<file path="config.mk">
export PLATFORM = sky130hd
export DESIGN_NAME = binary_game_ctrl
export DESIGN_NICKNAME = d
export VERILOG_FILES = /design/src/rtl/binary_game_pkg.sv /design/src/rtl/btn_sync_edge.sv /design/src/rtl/binary_game_ctrl.sv
export SDC_FILE = /design/constraint.sdc
export NUM_CORES = 1
export LEC_CHECK = 0
export ABC_AREA = 1
export BUFFER_PORTS_ARGS = -buffer_cell sky130_fd_sc_hd__buf_2
export CAP_MARGIN = 20
export CORE_ASPECT_RATIO = 0.6
export CORE_MARGIN = 2
export CORE_UTILIZATION = 56
export DETAILED_ROUTE_END_ITERATION = 10
export PLACE_DENSITY = 0.78
export SLEW_MARGIN = 40
export SYNTH_ARGS = -nofsm -noshare
export SYNTH_HDL_FRONTEND = slang
export SYNTH_SLANG_ARGS = --single-unit
</file>
<file path="constraint.sdc">
create_clock -name clk -period 4.4 [get_ports clk]
set_input_delay 0.88 -clock clk [delete_from_list [all_inputs] [get_ports clk]]
set_output_delay 0.88 -clock clk [all_outputs]
set_load 0.01 [all_outputs]
</file>
<file path="src/rtl/binary_game_pkg.sv">
// Shared types and constants for the binary-counting game sequencer.
package binary_game_pkg;

    // Datapath widths
    localparam int TGT_W   = 8;
    localparam int LIVES_W = 4;
    localparam int TIMER_W = 16;

    // Round sequencer states; the codes are visible on state_o
    typedef enum logic [2:0] {
        ST_IDLE    = 3'd0,
        ST_PLAY    = 3'd1,
        ST_CORRECT = 3'd2,
        ST_WRONG   = 3'd3,
        ST_OVER    = 3'd4
    } state_e;

    // Fibonacci taps at bits 7,5,4,3 (maximal length, never reaches zero)
    localparam logic [TGT_W-1:0] LFSR_TAPS         = 8'hB8;
    localparam logic [TGT_W-1:0] LFSR_SEED_DEFAULT = 8'hA5;

    // One left shift of the target LFSR; feedback enters at bit 0
    function automatic logic [TGT_W-1:0] lfsr_next(input logic [TGT_W-1:0] q);
        logic fb;
        fb = ^(q & LFSR_TAPS);
        return {q[TGT_W-2:0], fb};
    endfunction

    // Score increment that sticks at the all-ones value
    function automatic logic [TGT_W-1:0] sat_inc(input logic [TGT_W-1:0] v);
        logic [TGT_W-1:0] r;
        if (v == {TGT_W{1'b1}}) begin
            r = v;
        end else begin
            r = v + {{(TGT_W-1){1'b0}}, 1'b1};
        end
        return r;
    endfunction

endpackage

</file>
<file path="src/rtl/btn_sync_edge.sv">
// Two-flop synchroniser for a raw push button followed by a rising-edge
// detector. The registered one-cycle pulse appears three clocks after the
// raw rise; held levels produce no further pulses.
module btn_sync_edge (
    input  logic clk,
    input  logic rst,
    input  logic btn_i,
    output logic pulse_o
);

    logic sync1_q;
    logic sync2_q;
    logic prev_q;
    logic pulse_q;

    // Metastability chain, edge-history flop and registered edge pulse
    always_ff @(posedge clk) begin
        if (rst) begin
            sync1_q <= 1'b0;
            sync2_q <= 1'b0;
            prev_q  <= 1'b0;
            pulse_q <= 1'b0;
        end else begin
            sync1_q <= btn_i;
            sync2_q <= sync1_q;
            prev_q  <= sync2_q;
            pulse_q <= sync2_q & ~prev_q;
        end
    end

    assign pulse_o = pulse_q;

endmodule

</file>
<file path="src/rtl/binary_game_ctrl.sv">
// Round sequencer for the "can you count binary" DIP-switch game: picks an
// LFSR target, times the round, judges the submitted switches and tracks
// score and lives until the game is over.
module binary_game_ctrl
    import binary_game_pkg::*;
#(
    parameter logic [TIMER_W-1:0] ROUND_CYCLES  = 16'd50000,
    parameter logic [TIMER_W-1:0] RESULT_CYCLES = 16'd10000,
    parameter logic [LIVES_W-1:0] LIVES         = 4'd3,
    parameter logic [TGT_W-1:0]   LFSR_SEED     = LFSR_SEED_DEFAULT
) (
    input  logic               clk,
    input  logic               rst,
    input  logic               start_i,
    input  logic               submit_i,
    input  logic [TGT_W-1:0]   switches_i,
    output logic [TGT_W-1:0]   target_o,
    output logic [TGT_W-1:0]   score_o,
    output logic [LIVES_W-1:0] lives_o,
    output logic [2:0]         state_o,
    output logic               correct_o,
    output logic               wrong_o,
    output logic               timeout_o,
    output logic [TIMER_W-1:0] time_left_o
);

    // Button pulses
    logic start_pulse_s;
    logic submit_pulse_s;

    // State and datapath registers
    state_e             state_q,     state_d;
    logic [TGT_W-1:0]   lfsr_q;
    logic [TGT_W-1:0]   target_q,    target_d;
    logic [TIMER_W-1:0] time_left_q, time_left_d;
    logic [TIMER_W-1:0] hold_q,      hold_d;
    logic [TGT_W-1:0]   score_q,     score_d;
    logic [LIVES_W-1:0] lives_q,     lives_d;
    logic               timeout_q,   timeout_d;
    logic               correct_q,   correct_d;
    logic               wrong_q,     wrong_d;

    // Decoded actions shared by several states
    logic new_round_s;
    logic start_game_s;

    btn_sync_edge u_start_sync (
        .clk     (clk),
        .rst     (rst),
        .btn_i   (start_i),
        .pulse_o (start_pulse_s)
    );

    btn_sync_edge u_submit_sync (
        .clk     (clk),
        .rst     (rst),
        .btn_i   (submit_i),
        .pulse_o (submit_pulse_s)
    );

    // Free-running target generator, advancing in every state
    always_ff @(posedge clk) begin
        if (rst) begin
            lfsr_q <= LFSR_SEED;
        end else begin
            lfsr_q <= lfsr_next(lfsr_q);
        end
    end

    // Next-state and datapath decisions for the round sequencer
    always_comb begin
        state_d      = state_q;
        target_d     = target_q;
        time_left_d  = time_left_q;
        hold_d       = hold_q;
        score_d      = score_q;
        lives_d      = lives_q;
        timeout_d    = timeout_q;
        new_round_s  = 1'b0;
        start_game_s = 1'b0;

        case (state_q)
            ST_IDLE, ST_OVER: begin
                // Submit pulses are meaningless here and simply fall away
                if (start_pulse_s) begin
                    start_game_s = 1'b1;
                    new_round_s  = 1'b1;
                end else begin
                    target_d    = {TGT_W{1'b0}};
                    time_left_d = {TIMER_W{1'b0}};
                end
            end

            ST_PLAY: begin
                // A submit on the final cycle outranks the timeout
                if (submit_pulse_s) begin
                    time_left_d = {TIMER_W{1'b0}};
                    hold_d      = RESULT_CYCLES - 16'd1;
                    if (switches_i == target_q) begin
                        state_d = ST_CORRECT;
                        score_d = sat_inc(score_q);
                    end else begin
                        state_d = ST_WRONG;
                        if (lives_q != {LIVES_W{1'b0}}) begin
                            lives_d = lives_q - 4'd1;
                        end else begin
                            lives_d = lives_q;
                        end
                    end
                end else if (time_left_q == {TIMER_W{1'b0}}) begin
                    state_d   = ST_WRONG;
                    timeout_d = 1'b1;
                    hold_d    = RESULT_CYCLES - 16'd1;
                    if (lives_q != {LIVES_W{1'b0}}) begin
                        lives_d = lives_q - 4'd1;
                    end else begin
                        lives_d = lives_q;
                    end
                end else begin
                    time_left_d = time_left_q - 16'd1;
                end
            end

            ST_CORRECT: begin
                // Pulses arriving during the hold are dropped
                if (hold_q == {TIMER_W{1'b0}}) begin
                    new_round_s = 1'b1;
                end else begin
                    hold_d = hold_q - 16'd1;
                end
            end

            ST_WRONG: begin
                if (hold_q == {TIMER_W{1'b0}}) begin
                    timeout_d = 1'b0;
                    if (lives_q == {LIVES_W{1'b0}}) begin
                        state_d  = ST_OVER;
                        target_d = {TGT_W{1'b0}};
                    end else begin
                        new_round_s = 1'b1;
                    end
                end else begin
                    hold_d = hold_q - 16'd1;
                end
            end

            default: begin
                state_d     = ST_IDLE;
                target_d    = {TGT_W{1'b0}};
                time_left_d = {TIMER_W{1'b0}};
                hold_d      = {TIMER_W{1'b0}};
                timeout_d   = 1'b0;
            end
        endcase

        if (start_game_s) begin
            score_d = {TGT_W{1'b0}};
            lives_d = LIVES;
        end else begin
            score_d = score_d;
        end

        if (new_round_s) begin
            state_d     = ST_PLAY;
            target_d    = lfsr_q;
            time_left_d = ROUND_CYCLES - 16'd1;
            hold_d      = {TIMER_W{1'b0}};
        end else begin
            hold_d = hold_d;
        end

        // Result flags are registered alongside the state they describe
        correct_d = (state_d == ST_CORRECT);
        wrong_d   = (state_d == ST_WRONG);
    end

    // Sequencer state and all output registers
    always_ff @(posedge clk) begin
        if (rst) begin
            state_q     <= ST_IDLE;
            target_q    <= {TGT_W{1'b0}};
            time_left_q <= {TIMER_W{1'b0}};
            hold_q      <= {TIMER_W{1'b0}};
            score_q     <= {TGT_W{1'b0}};
            lives_q     <= LIVES;
            timeout_q   <= 1'b0;
            correct_q   <= 1'b0;
            wrong_q     <= 1'b0;
        end else begin
            state_q     <= state_d;
            target_q    <= target_d;
            time_left_q <= time_left_d;
            hold_q      <= hold_d;
            score_q     <= score_d;
            lives_q     <= lives_d;
            timeout_q   <= timeout_d;
            correct_q   <= correct_d;
            wrong_q     <= wrong_d;
        end
    end

    assign target_o    = target_q;
    assign score_o     = score_q;
    assign lives_o     = lives_q;
    assign state_o     = state_q;
    assign correct_o   = correct_q;
    assign wrong_o     = wrong_q;
    assign timeout_o   = timeout_q;
    assign time_left_o = time_left_q;

endmodule
</file>
==> flow_summary.html <==
<table>
<tr><th>Metric</th><th>Value</th></tr>
<tr><th colspan="2">Pwr</th></tr>
<tr><td>Power Dens Cells</td><td>712 nW/um^2</td></tr>
<tr><td>Static Leak</td><td>2.38 nW</td></tr>
<tr><td>Worst vdd ir</td><td>527 uV</td></tr>
<tr><th colspan="2">Place</th></tr>
<tr><td>HPWL reported at the end of detailed placement</td><td>7550 um</td></tr>
<tr><td>Port Buf Inserts</td><td>53</td></tr>
<tr><td>Placer's final routability congestion estimate</td><td>0.928</td></tr>
<tr><th colspan="2">Timing</th></tr>
<tr><td>Worst setup skew after layout</td><td>0.0112 ns</td></tr>
<tr><td>Worst Hold Slack</td><td>0.386 ns</td></tr>
<tr><td>Peak Freq</td><td>0.471 GHz</td></tr>
<tr><td>Slew at the pin with the worst max-slew slack</td><td>0.705 ns</td></tr>
<tr><td>Setup Viol. Count Final</td><td>0</td></tr>
<tr><td>Final worst-path cycle share</td><td>0.482</td></tr>
<tr><td>Clock period minus worst slack</td><td>between 2 and 2.5 ns</td></tr>
<tr><td>Slew Limit Fails</td><td>0</td></tr>
<tr><td>Setup repair after global routing missed its margin</td><td>false</td></tr>
<tr><td>Total Neg Setup Slack</td><td>0 ns</td></tr>
<tr><td>Relative slew slack</td><td>0.528</td></tr>
<tr><td>Number of hold violations in the final report</td><td>0</td></tr>
<tr><th colspan="2">Global routing</th></tr>
<tr><td>Number of global-route vias before repair</td><td>about 3600</td></tr>
<tr><td>First-pass GRT wire length</td><td>around 17000 um</td></tr>
<tr><td>Largest net degree at the start of global routing</td><td>30</td></tr>
<tr><td>Overall Global Routing Usage</td><td>0.270</td></tr>
<tr><td>Grt ovf</td><td>0</td></tr>
<tr><td>Antenna violations before repair</td><td>0</td></tr>
<tr><th colspan="2">Min path</th></tr>
<tr><td>Number of stages on the worst hold path</td><td>1</td></tr>
<tr><td>Worst min-delay path category</td><td>reg -&gt; reg</td></tr>
<tr><th colspan="2">Routing</th></tr>
<tr><td>Total via count after detailed routing</td><td>slightly above 4000</td></tr>
<tr><td>Length of the first detailed-routing pass in iterations</td><td>5</td></tr>
<tr><td>Mean number of vias per cell</td><td>5.32</td></tr>
<tr><td>Final Routed Wirelength</td><td>roughly 10000 um</td></tr>
<tr><td>Mean routed wirelength per cell</td><td>13.5 um</td></tr>
<tr><td>Antenna viol nets, final</td><td>0</td></tr>
<tr><td>DRC violation total after the first TritonRoute iteration</td><td>395</td></tr>
<tr><td>Residual DRC count</td><td>0</td></tr>
<tr><th colspan="2">Clock network</th></tr>
<tr><td>Clock insertion delay at the later pin of the skew report</td><td>0.34 ns</td></tr>
<tr><td>CTS tree</td><td>done</td></tr>
<tr><td>Clock input transition at the sequential cells of the worst setup and hold paths</td><td>about 0.060 ns</td></tr>
<tr><td>Clock buffers created by TritonCTS</td><td>9</td></tr>
<tr><td>H-Tree Depth</td><td>3</td></tr>
<tr><td>Number of setup buffers added after CTS</td><td>0</td></tr>
<tr><td>Total clock sinks</td><td>74</td></tr>
<tr><td>Count of hold-fix buffers inserted at cts</td><td>0</td></tr>
<tr><td>Maximum root-to-sink buffer count</td><td>2</td></tr>
<tr><td>Library cell used as clock root buffer</td><td>clkbuf_16</td></tr>
<tr><td>Count of instances resized after the clock tree is built</td><td>0</td></tr>
<tr><th colspan="2">Status</th></tr>
<tr><td>Status</td><td>completed</td></tr>
<tr><th colspan="2">Worst setup path</th></tr>
<tr><td>Destination of the worst register-to-register timing path</td><td>wrong_o</td></tr>
<tr><td>Kind of critical path</td><td>reg -&gt; reg</td></tr>
<tr><td>Data arrival, critical path</td><td>2.36 ns</td></tr>
<tr><td>Worst setup startpoint</td><td>state_o[1]</td></tr>
<tr><td>Worst R2R Setup Slack</td><td>2.28 ns</td></tr>
<tr><td>Critical path startpoint category</td><td>flop</td></tr>
<tr><td>FF-to-FF Start</td><td>state_o[1]</td></tr>
<tr><td>Critical Path End Type</td><td>flop</td></tr>
<tr><td>Crit path required time</td><td>between 4 and 5 ns</td></tr>
<tr><td>Critical-path maximum fanout</td><td>17</td></tr>
<tr><td>Critical Path End</td><td>wrong_o</td></tr>
<tr><td>Depth of the worst register-to-register path</td><td>9</td></tr>
<tr><th colspan="2">Die</th></tr>
<tr><td>Die boundary width</td><td>115 um</td></tr>
<tr><td>Num rows</td><td>24</td></tr>
<tr><td>Area of the die</td><td>8060 sq um</td></tr>
<tr><td>Core Footprint</td><td>slightly above 7000 sq um</td></tr>
<tr><td>I/O pin count</td><td>54</td></tr>
<tr><td>Effective utilization at floorplan</td><td>0.572</td></tr>
<tr><td>Die Y-Extent</td><td>70.3 um</td></tr>
<tr><th colspan="2">Final layout</th></tr>
<tr><td>Fraction of final layout cells sized beyond drive strength 1</td><td>0.184</td></tr>
<tr><td>Net count reported at finish</td><td>680</td></tr>
<tr><td>Area growth from synthesis to final layout</td><td>14.7%</td></tr>
<tr><td>Top library cells by usage in the layout, fill and taps aside</td><td>nand2_1 (161), nor2_1 (82), inv_1 (74), dfxtp_1 (74), buf_2 (53)</td></tr>
<tr><td>Most common cell after layout, fill and taps aside</td><td>nand2_1</td></tr>
<tr><td>Ant. Diodes</td><td>0</td></tr>
<tr><th colspan="2">Synthesis</th></tr>
<tr><td>Synthesized cell area</td><td>about 4100 sq um</td></tr>
<tr><td>Number of synthesized register bits</td><td>74</td></tr>
<tr><td>Synthesized instance count</td><td>610</td></tr>
<tr><td>Mean instance size in the synthesized netlist</td><td>6.73 sq um</td></tr>
<tr><td>Sequential cell area fraction in the yosys report</td><td>0.361</td></tr>
<tr><td>Synth Net Count</td><td>628</td></tr>
<tr><td>Cell variety after synth</td><td>35</td></tr>
<tr><td>Total of warnings raised by yosys</td><td>0</td></tr>
<tr><th colspan="2">Run</th></tr>
<tr><td>Max-capacitance violation count</td><td>0</td></tr>
</table>
-- state kept, by name, indices dropped and copies added (netlist names), 3 cells and up --
register     cells
hold_q          16
target_o         8
lives_o          4
lfsr_q           8
time_left_o     16
state_o          3
score_o          8
-- cells in the mapped netlist (all sizes together) --
cell type / n / share of area
nor3: 10 / 0.012
inv: 84 / 0.077
xnor2: 4 / 0.0085
a21oi: 43 / 0.062
clkbuf: 4 / 0.0037
nand2: 170 / 0.17
o21bai: 2 / 0.0037
nor4: 1 / 0.0015
nand3b: 2 / 0.0037
xor2: 16 / 0.034
o211ai: 4 / 0.0097
ha: 6 / 0.018
or2: 5 / 0.0076
nor2: 93 / 0.095
nand3: 54 / 0.077
nand4: 11 / 0.017
buf: 8 / 0.017
and2: 2 / 0.0030
dfxtp: 74 / 0.36
o21ai: 17 / 0.022
-- metal layers --
metal | track usage | up-vias | wire, um
met1 | 0.389 | 1852 | 4970
met5 | 0 | - | 0
met3 | 0.0712 | 13 | 732
met4 | 0.0501 | 0 | 88
met2 | 0.409 | 144 | 4450
li1 | - | 2023 | -
-- worst max-delay path: stages (launching register included) --
cell and delay (ns):
dfxtp_1 0.37, inv_2 0.08, nor2_1 0.54, nand4_1 0.22
nand2_2 0.27, inv_2 0.21, nand2_1 0.14, nor2_1 0.06
nand2_1 0.09, inv_1 0.04
-- area by class of cell --
type,count,area (sq um)
fill,616,2470
sequential,74,1480
tap,91,114
clock buffer,9,225
inverter,84,318
clock inverter,7,83.8
timing repair buffer,53,265
multi-input combinational,440,2220
-- power by group --
part           switching, mW  internal [mW]  total [mW]
combinational           1.15          0.569        1.72
sequential             0.104          0.766       0.870
clock                  0.313          0.450       0.763
total                   1.57           1.79        3.35
-- worst min path at each step --
stage | startpoint | end | slack (ns)
final | u_submit_sync.prev_q | u_submit_sync.pulse_o | 0.39
after global routing | u_submit_sync.prev_q | u_submit_sync.pulse_o | 0.41
after CTS | u_submit_sync.prev_q | u_submit_sync.pulse_o | 0.39
after detailed placement | u_submit_sync.prev_q | u_submit_sync.pulse_o | 0.38
after global placement | u_submit_sync.prev_q | u_submit_sync.pulse_o | 0.38
after floorplan | u_start_sync.prev_q | u_start_sync.pulse_o | 0.37
-- cell families (layout without fill, tap and decap cells) --
| group | count (synthesis) | in the layout | synth area share |
|---|---|---|---|
| AO/OA/AOI/OAI | 66 | 66 | 0.0975 |
| XOR/XNOR | 20 | 20 | 0.0426 |
| adder cells (fa/ha/maj) | 6 | 6 | 0.0183 |
| buffers and inverters | 96 | 153 | 0.0984 |
| flip-flops | 74 | 74 | 0.361 |
| AND/OR/NAND/NOR | 348 | 348 | 0.383 |
-- stage by stage --
step	instance area, sq um	total power [mW]	util	instances	setup WS, ns
floorplan	4110	2.22	-	610	2.54
global placement	4400	2.52	0.613	742	2.29
detailed placement	4400	2.55	0.613	742	2.22
CTS	4710	3.33	0.656	758	2.26
global route	4710	3.62	0.656	758	2.04
finish	4710	3.35	0.656	758	2.28
(Power assumes the default switching activity.)
